### src/rtl/dmem_pkg.sv
// Shared types and helpers for the sweep-cleared data memory.
// Parity storage is enabled by defining DMEM_PARITY_EN.
package dmem_pkg;

  typedef enum logic {
    DMEM_SWEEP = 1'b0,
    DMEM_IDLE  = 1'b1
  } dmem_state_e;

  localparam int DMEM_PAR_MAX_W = 64;

  // Even parity: the stored bit makes the total count of ones even.
  function automatic logic dmem_par(
    input logic [DMEM_PAR_MAX_W-1:0] d
  );
    return ^d;
  endfunction

endpackage

### src/rtl/dmem_sweep_ctl.sv
// Sweep FSM: walks the array once after reset or clr,
// emitting one init write per cycle.
module dmem_sweep_ctl
  import dmem_pkg::*;
#(
  parameter int ADDR_W = 8,
  parameter int DEPTH  = 256
) (
  input  logic              clk,
  input  logic              rst,
  input  logic              clr,
  output logic              busy,
  output logic              clr_done,
  output logic [ADDR_W-1:0] sa,
  output logic              swe
);

  localparam logic [ADDR_W-1:0] LAST = ADDR_W'(DEPTH - 1);

  dmem_state_e      state, state_n;
  logic [ADDR_W-1:0] sa_n;

  always_ff @(posedge clk or posedge rst) begin
    if (rst) begin
      state <= DMEM_SWEEP;
      sa    <= '0;
    end else begin
      state <= state_n;
      sa    <= sa_n;
    end
  end

  always_comb begin
    state_n  = state;
    sa_n     = sa;
    busy     = 1'b0;
    clr_done = 1'b0;
    swe      = 1'b0;
    unique case (state)
      DMEM_SWEEP: begin
        busy = 1'b1;
        swe  = 1'b1;
        if (sa == LAST) begin
          clr_done = 1'b1;
          state_n  = DMEM_IDLE;
          sa_n     = '0;
        end else begin
          sa_n = sa + 1'b1;
        end
      end
      DMEM_IDLE: begin
        if (clr) begin
          state_n = DMEM_SWEEP;
          sa_n    = '0;
        end
      end
      default: state_n = DMEM_SWEEP;
    endcase
  end

endmodule

### src/rtl/dmem_sweep_ram.sv
// Data memory: 1W/2R registered reads with write-through,
// sequential clear sweep, optional parity (DMEM_PARITY_EN).
module dmem_sweep_ram
  import dmem_pkg::*;
#(
  parameter int                DATA_W   = 9,
  parameter int                ADDR_W   = 8,
  parameter int                DEPTH    = 256,
  parameter logic [DATA_W-1:0] INIT_VAL = '0
) (
  input  logic              clk,
  input  logic              rst,
  input  logic              clr,
  input  logic              we,
  input  logic [ADDR_W-1:0] wa,
  input  logic [DATA_W-1:0] wd,
  input  logic [ADDR_W-1:0] ra0,
  input  logic [ADDR_W-1:0] ra1,
  output logic [DATA_W-1:0] rd0,
  output logic [DATA_W-1:0] rd1,
  output logic              busy,
  output logic              clr_done,
  output logic              perr0,
  output logic              perr1
);

`ifdef DMEM_PARITY_EN
  localparam int WW = DATA_W + 1;
`else
  localparam int WW = DATA_W;
`endif

  localparam logic [ADDR_W:0] DEPTH_X = (ADDR_W + 1)'(DEPTH);

  logic [WW-1:0]     mem [DEPTH];
  logic [ADDR_W-1:0] sa;
  logic              swe;
  logic              uw;
  logic              mwe;
  logic [ADDR_W-1:0] mwa;
  logic [WW-1:0]     mwd;
  logic [ADDR_W-1:0] ra [2];

  dmem_sweep_ctl #(
    .ADDR_W (ADDR_W),
    .DEPTH  (DEPTH)
  ) u_ctl (
    .clk      (clk),
    .rst      (rst),
    .clr      (clr),
    .busy     (busy),
    .clr_done (clr_done),
    .sa       (sa),
    .swe      (swe)
  );

`ifdef DMEM_PARITY_EN
  function automatic logic [WW-1:0] mk_word(
    input logic [DATA_W-1:0] d
  );
    logic [DMEM_PAR_MAX_W-1:0] x;
    x = '0;
    x[DATA_W-1:0] = d;
    return {dmem_par(x), d};
  endfunction
`else
  function automatic logic [WW-1:0] mk_word(
    input logic [DATA_W-1:0] d
  );
    return d;
  endfunction
`endif

  // A clr in the same cycle wins over a user write.
  assign uw  = !busy && !clr && we && ({1'b0, wa} < DEPTH_X);
  assign mwe = swe | uw;
  assign mwa = swe ? sa : wa;
  assign mwd = swe ? mk_word(INIT_VAL) : mk_word(wd);

  always_ff @(posedge clk) begin
    if (mwe) mem[mwa] <= mwd;
  end

  assign ra[0] = ra0;
  assign ra[1] = ra1;

  for (genvar i = 0; i < 2; i++) begin : g_rd
    logic [WW-1:0]     w;
    logic [DATA_W-1:0] dn;
    logic              pn;
    logic [DATA_W-1:0] rd_q;
    logic              pe_q;

    assign w = mem[ra[i]];

    always_comb begin
      dn = '0;
      pn = 1'b0;
      if (busy) begin
        dn = INIT_VAL;
      end else if ({1'b0, ra[i]} >= DEPTH_X) begin
        dn = '0;
      end else if (uw && ra[i] == wa) begin
        dn = wd;
      end else begin
        dn = w[DATA_W-1:0];
`ifdef DMEM_PARITY_EN
        pn = ^w;
`endif
      end
    end

    always_ff @(posedge clk or posedge rst) begin
      if (rst) begin
        rd_q <= '0;
        pe_q <= 1'b0;
      end else begin
        rd_q <= dn;
        pe_q <= pn;
      end
    end
  end

  assign rd0 = g_rd[0].rd_q;
  assign rd1 = g_rd[1].rd_q;

`ifdef DMEM_PARITY_EN
  assign perr0 = g_rd[0].pe_q;
  assign perr1 = g_rd[1].pe_q;
`else
  assign perr0 = 1'b0;
  assign perr1 = 1'b0;
`endif

endmodule

### config.mk
export PLATFORM = sky130hd
export DESIGN_NAME = dmem_sweep_ram
export DESIGN_NICKNAME = d
export VERILOG_FILES = /design/src/rtl/dmem_pkg.sv /design/src/rtl/dmem_sweep_ctl.sv /design/src/rtl/dmem_sweep_ram.sv
export SDC_FILE = /design/constraint.sdc
export NUM_CORES = 2
export LEC_CHECK = 0
export CORE_MARGIN = 2
export CORE_UTILIZATION = 50
export CTS_CLUSTER_SIZE = 24
export DETAILED_ROUTE_END_ITERATION = 10
export GPL_TIMING_DRIVEN = 0
export HOLD_SLACK_MARGIN = 0.06
export PLACE_DENSITY = 0.68
export REMOVE_ABC_BUFFERS = 1
export SYNTH_ARGS = -nofsm -noshare
export SYNTH_HDL_FRONTEND = slang
export SYNTH_SLANG_ARGS = --single-unit
### constraint.sdc
create_clock -name clk -period 5.4 [get_ports clk]
set_clock_uncertainty 0.05 [all_clocks]
set_input_delay 1.08 -clock clk [delete_from_list [all_inputs] [get_ports clk]]
set_output_delay 1.08 -clock clk [all_outputs]
set_load 0.05 [all_outputs]
# After elaboration in Yosys (flattened, before gate mapping)
# Memory sizes are Yosys's and may differ from the RTL's.
# Index checks and enable logic that the tools add are counted.
[op_classes]
addsub = 1
mul = 0
div = 0
magnitude_cmp = 0
n_eq_ne = 4
shift = 0
n_mux = 16
n_bitwise = 2
n_reduce_logical = 5
[ops]
columns = ["operator", "n"]
rows = [
  ["9-bit 2-to-1 mux", 5],
  ["8-bit 2-to-1 mux", 3],
  ["8-bit == test", 2],
  ["8-bit one-hot mux with 2 select lines", 1],
  ["8-bit by 1-bit adder with 8-bit output (second input constant)", 1],
  ["8-bit == test (second input constant)", 1],
  ["1-bit 2-to-1 mux", 6],
  ["1-bit logical AND", 4],
  ["2-bit inequality test (second input constant)", 1],
  ["1-bit one-hot mux with 2 select lines", 1],
  ["1-bit logical NOT", 1],
  ["1-bit NOT", 1],
  ["1-bit bitwise OR", 1],
]
[word_totals]
register_bits = 27
latchBits = 0
ramBits = 2304
rom_bits = 0
inputBits = 37
output_inout_bits = 22
n_memories = 1
[mem_list]
columns = ["memory", "words", "width", "rd", "rd_clocked_by_memory_dff", "wr", "line_no", "source"]
rows = [
  ["mem", 256, 9, 2, 0, 1, "dmem_sweep_ram.sv:35", "logic [WW-1:0] mem [DEPTH];"],
]

# Depth between registers and ports, before layout
[logic_depth]
depth_word = 6
mapped_depth = 13

# Cells and area by module
# From an unflattened synthesis, not the netlist that was laid out.
[unflattened]
cells_unflattened = 5895
area_unflattened_um2 = 110015.5
[modules_own_cells]
columns = ["module", "n_inst", "cells_each", "area_each_um2", "seq_area_each_um2"]
rows = [
  ["dmem_sweep_ram", 1, 5841, 109537.6, 69636.8],
  ["dmem_sweep_ctl", 1, 54, 478.0, 225.2],
]

# Worst setup path before layout
# OpenSTA, ideal clock, no wires.
[synth_path]
kind = "register to register"
from = "register u_ctl.state"
to = "memory mem[0][7] (netlist bit), data pin"
setup_ns = 0.873
arrival_ns = 4.407
required_time_ns = 4.477
setup_slack_ns = 0.070
path_stages_with_launch = 5
n_path_buf = 3
cell_sequence = "dfrtp_1 -> clkbuf_1 -> clkbuf_1 -> clkbuf_1 -> and2_1"
[synth_via]
elab_chain_len = 1
[synth_lines]
columns = ["element", "line_no", "source"]
rows = [
  ["start: declaration", "dmem_sweep_ctl.sv:20", "dmem_state_e state, state_n;"],
  ["start signal: assignment", "dmem_sweep_ctl.sv:28", "state <= state_n;"],
  ["9-bit 2-to-1 mux", "dmem_sweep_ram.sv:78", "assign mwd = swe ? mk_word(INIT_VAL) : mk_word(wd);"],
  ["named net mwd[7]", "dmem_sweep_ram.sv:41", "logic [WW-1:0] mwd;"],
  ["end: declaration", "dmem_sweep_ram.sv:35", ""],
]
# The timed path passes the listed nets, and every way through them passes these cells.

# Final worst setup path
[layout_path]
from = "input ra1[5]"
to = "register g_rd[1].rd_q[8] (netlist: rd1[8])"
[layout_via]
elab_chain_len = 4
[layout_lines]
columns = ["element", "line_no", "source"]
rows = [
  ["start: declaration", "dmem_sweep_ram.sv:18", "input logic [ADDR_W-1:0] ra1,"],
  ["parallel branches: the longest is 2 deep, another holds memory 256 x 9 bit", "--", ""],
  ["9-bit 2-to-1 mux (*)", "dmem_sweep_ram.sv:103", "end else if (uw && ra[i] == wa) begin"],
  ["9-bit 2-to-1 mux (*)", "dmem_sweep_ram.sv:99", "if (busy) begin"],
  ["named net g_rd[1].dn[8]", "dmem_sweep_ram.sv:89", "logic [DATA_W-1:0] dn;"],
  ["end signal: assignment", "dmem_sweep_ram.sv:118", "rd_q <= dn;"],
  ["end: declaration", "dmem_sweep_ram.sv:91", "logic [DATA_W-1:0] rd_q;"],
]
# Mark *: on every way through the listed nets, which the timed path passes.
# A chain may end at the register's enable or synchronous reset.

==> reports/summary.txt <==
CTS tree -> done
Failing checks -> max-capacitance violations, negative setup slack
CTS Hold Buffers Added -> 0
Row Count -> 171
Ports -> 59
Yosys top cell area share -> 0.631
Crit Path Class -> input pin to flip-flop
TritonCTS buffer count -> 231
Vias in the first global route -> 65100
Largest net degree at the start of global routing -> 117
Yosys reg bits -> 2331
Status -> finished with violations
Grt total ovfl -> 0
Overall Global Routing Usage -> 0.309
H-tree depth -> 4
Max IR drop VDD -> 0.000420 V
Synth Instances -> 6204
Cell family with most CP delay -> simple AND/OR/NAND/NOR gates
Hold crit path type -> flip-flop to flip-flop
Synth Area in XOR/XNOR -> 0.00136
DRC -> 0
Worst Path Max Fanout -> 15
Via count -> 66400
Chip Width -> 472 um
Worst Path Required -> 6100 ps
Initial DRC Count -> 10300
Cell Chain, Critical Path -> clkdlybuf4s50_1, nand2_1, or2_2, a2111oi_0, nor4_2, nand4_1, a2111o_1, nand3_1
Max Root-Sink Buffers -> 3
Fin. Hold Viols -> 0
Die footprint -> 223000 um2
Sink Count -> 2331
Leak -> 0.0404 uW
Power per cell area -> 334 nW/um2
Fin worst setup slack -> -180 ps
TritonRoute pass-1 iters -> 8
Worst-skew pair later-pin latency -> 900 ps
Setup violators final -> 6
Clk slew on worst S/H paths -> 60 ps
Slew HR -> 0.00769
Placed cell area -> 113000 um2
Antenna viol nets, final -> 0
Synth Cell Area -> 110000 um2
CP arrival -> 6280 ps
Port Buffers -> 56
Commonest cells in the netlist -> edfxtp_1 (2304), mux4_2 (812), mux2i_1 (681)
Layout area overhead -> 10.2%
Yosys cell types -> 73
Number of synthesized flops with an enable pin -> 2304
Post-synthesis adder-cell area fraction -> 0.000114
Mux contribution to synthesized area -> 0.236
Final worst path period share -> 1.03
WP buf/inv -> 1
HPWL after detailed placement -> 220000 um
GPL Wtd Cong -> 0.899
Yosys warns -> 0
Via-per-instance ratio -> 7.25
Simple-gate share of the synthesized area -> 0.0339
Most frequent cell after synthesis -> edfxtp_1
Main synth FF type -> edfxtp_1
Global-route wire length before repair -> 490000 um
Top cells by area, synth -> edfxtp_1 (63%), mux4_2 (17%), mux2i_1 (6.2%)
Clock root buffer -> clkbuf_16
Yosys top cell by area -> edfxtp_1
Total negative slack -> -888 ps
Complex-gate fraction of the synthesized area -> 0.0622
RSZ-0062 raised after global routing -> false
Asr flop ratio synth -> 0.0116
Largest family of logic cells by synthesized area -> multiplexers
Postcts setup bufs -> 0
Fin area -> 121000 um2
Sequential area share after synthesis -> 0.637
Number of max-cap violations -> 1
Slew @ Worst Pin -> 1470 ps
Avg Cell Area, Syn -> 17.7 um2
Achievable frequency -> 0.179 GHz
Core area -> 218000 um2
Routed WL -> 349000 um
CP startpoint kind -> input pin
Antenna violations before repair -> 25
Die height -> 472 um
Crit end category -> flip-flop
Max incr delay on CP -> 1180 ps
Minimum clock period -> 5580 ps
Nets -> 6133
WL/cell -> 38.1 um
Slowest cell on crit path -> clkdlybuf4s50_1
Slew Viols, Final -> 0
Layout cells sized above 1 -> 0.213
Starting Density -> 0.504
per-layer routing:
metal	share of wire	wire length (um)	GRT usage
met1	0.36	124000	0.412
met3	0.12	42700	0.0769
met4	0.064	22500	0.176
met2	0.46	160000	0.466
met5	0.00029	100	0
worst register-to-register path: cells and delay by family (launching register included):
| family | cells | cell delay (ps) |
|---|---|---|
| buf+inv | 1 | 670 |
| flops | 1 | 850 |
| simple gates | 2 | 1990 |
| compound gates | 1 | 1040 |
timing repair:
| action | CTS | global route |
|---|---|---|
| gates cloned | 2 | 2 |
| endpoints found under the setup margin | 207 | 5 |
| resized for setup | 21 | 3 |
| pin swaps | 0 | 0 |
stage by stage:
step	instances	worst slack [ps]	power (uW)	utilization	hold WS, ps
after global placement	8610	-44440	28000	0.508	503
final	9157	-180	40400	0.555	577
after floorplan	5700	136	22400	-	463
after global routing	9146	44.0	41200	0.555	609
after detailed placement	8711	-1860	24700	0.520	539
after CTS	9134	23.3	40300	0.555	557
final cells by class:
class / count / area, um2
Clock inverter: 108 / 991
Timing Repair Buffer: 161 / 3080
Antenna cell: 20 / 50.0
Clock buffer: 313 / 6370
Multi-Input combinational cell: 3358 / 36800
Inverter: 12 / 62.6
Sequential cell: 2331 / 69900
Fill cell: 16300 / 96800
Tap cell: 2854 / 3570
worst paths after layout:
kind                                              start                      end  slack, ps  cells after the start
worst min register to register  u_ctl.sa[7]$_DFFE_PP0P_  u_ctl.sa[7]$_DFFE_PP0P_        580                      2
min in group asynchronous                           rst         rd1[7]$_DFF_PP0_        770                      2
worst max register to register    u_ctl.state$_DFF_PP0_     mem[53][5]$_DFFE_PP_        400                      4
worst min-delay path            u_ctl.sa[7]$_DFFE_PP0P_  u_ctl.sa[7]$_DFFE_PP0P_        580                      2
max in group asynchronous                           rst    u_ctl.state$_DFF_PP0_       3700                      2
worst max-delay path                             ra1[5]         rd1[8]$_DFF_PP0_       -180                      8
cell families (layout without fill, tap and decap cells):
kind of cell	Yosys count	in the layout
and+or+nand+nor	836	837
adders and majority gates	1	1
DFF	2331	2331
buffers and inverters	517	594
muxes	1525	1525
AOI/OAI and AO/OA	976	976
xor gates and xnor gates	17	17
other	1	22
power breakdown:
part / switching [uW] / leakage (uW) / internal (uW)
registers: 160 / 0.0229 / 20000
clock network: 6980 / 0.00359 / 8900
logic: 2970 / 0.0138 / 1370
placed cells by master (no fill, tap or decap), drive strengths merged, types with 9 or more instances in the layout:
cell,n
a211o,15
o2111ai,9
clkinv,84
nand3,53
a22o,33
bufinv,14
nor2,335
edfxtp,2304
xnor2,14
a2111oi,56
o21ai,87
a31oi,18
or3,17
and2,19
o22ai,230
nor3,57
a22oi,128
nand3b,9
mux4,837
clkdlybuf4s50,46
a211oi,103
inv,17
nand4,17
buf,112
a21oi,134
nor2b,10
mux2i,681
diode,20
dfrtp,27
clkbuf,314
o31ai,10
nand2,246
o221ai,122
nor4,26
flip-flops by register name (all words and copies together) (netlist names):
| signal | flops |
|---|---|
| rd0 | 9 |
| rd1 | 9 |
| mem | 2304 |
| u_ctl.state | 1 |
| u_ctl.sa | 8 |
(Power assumes the default switching activity.)
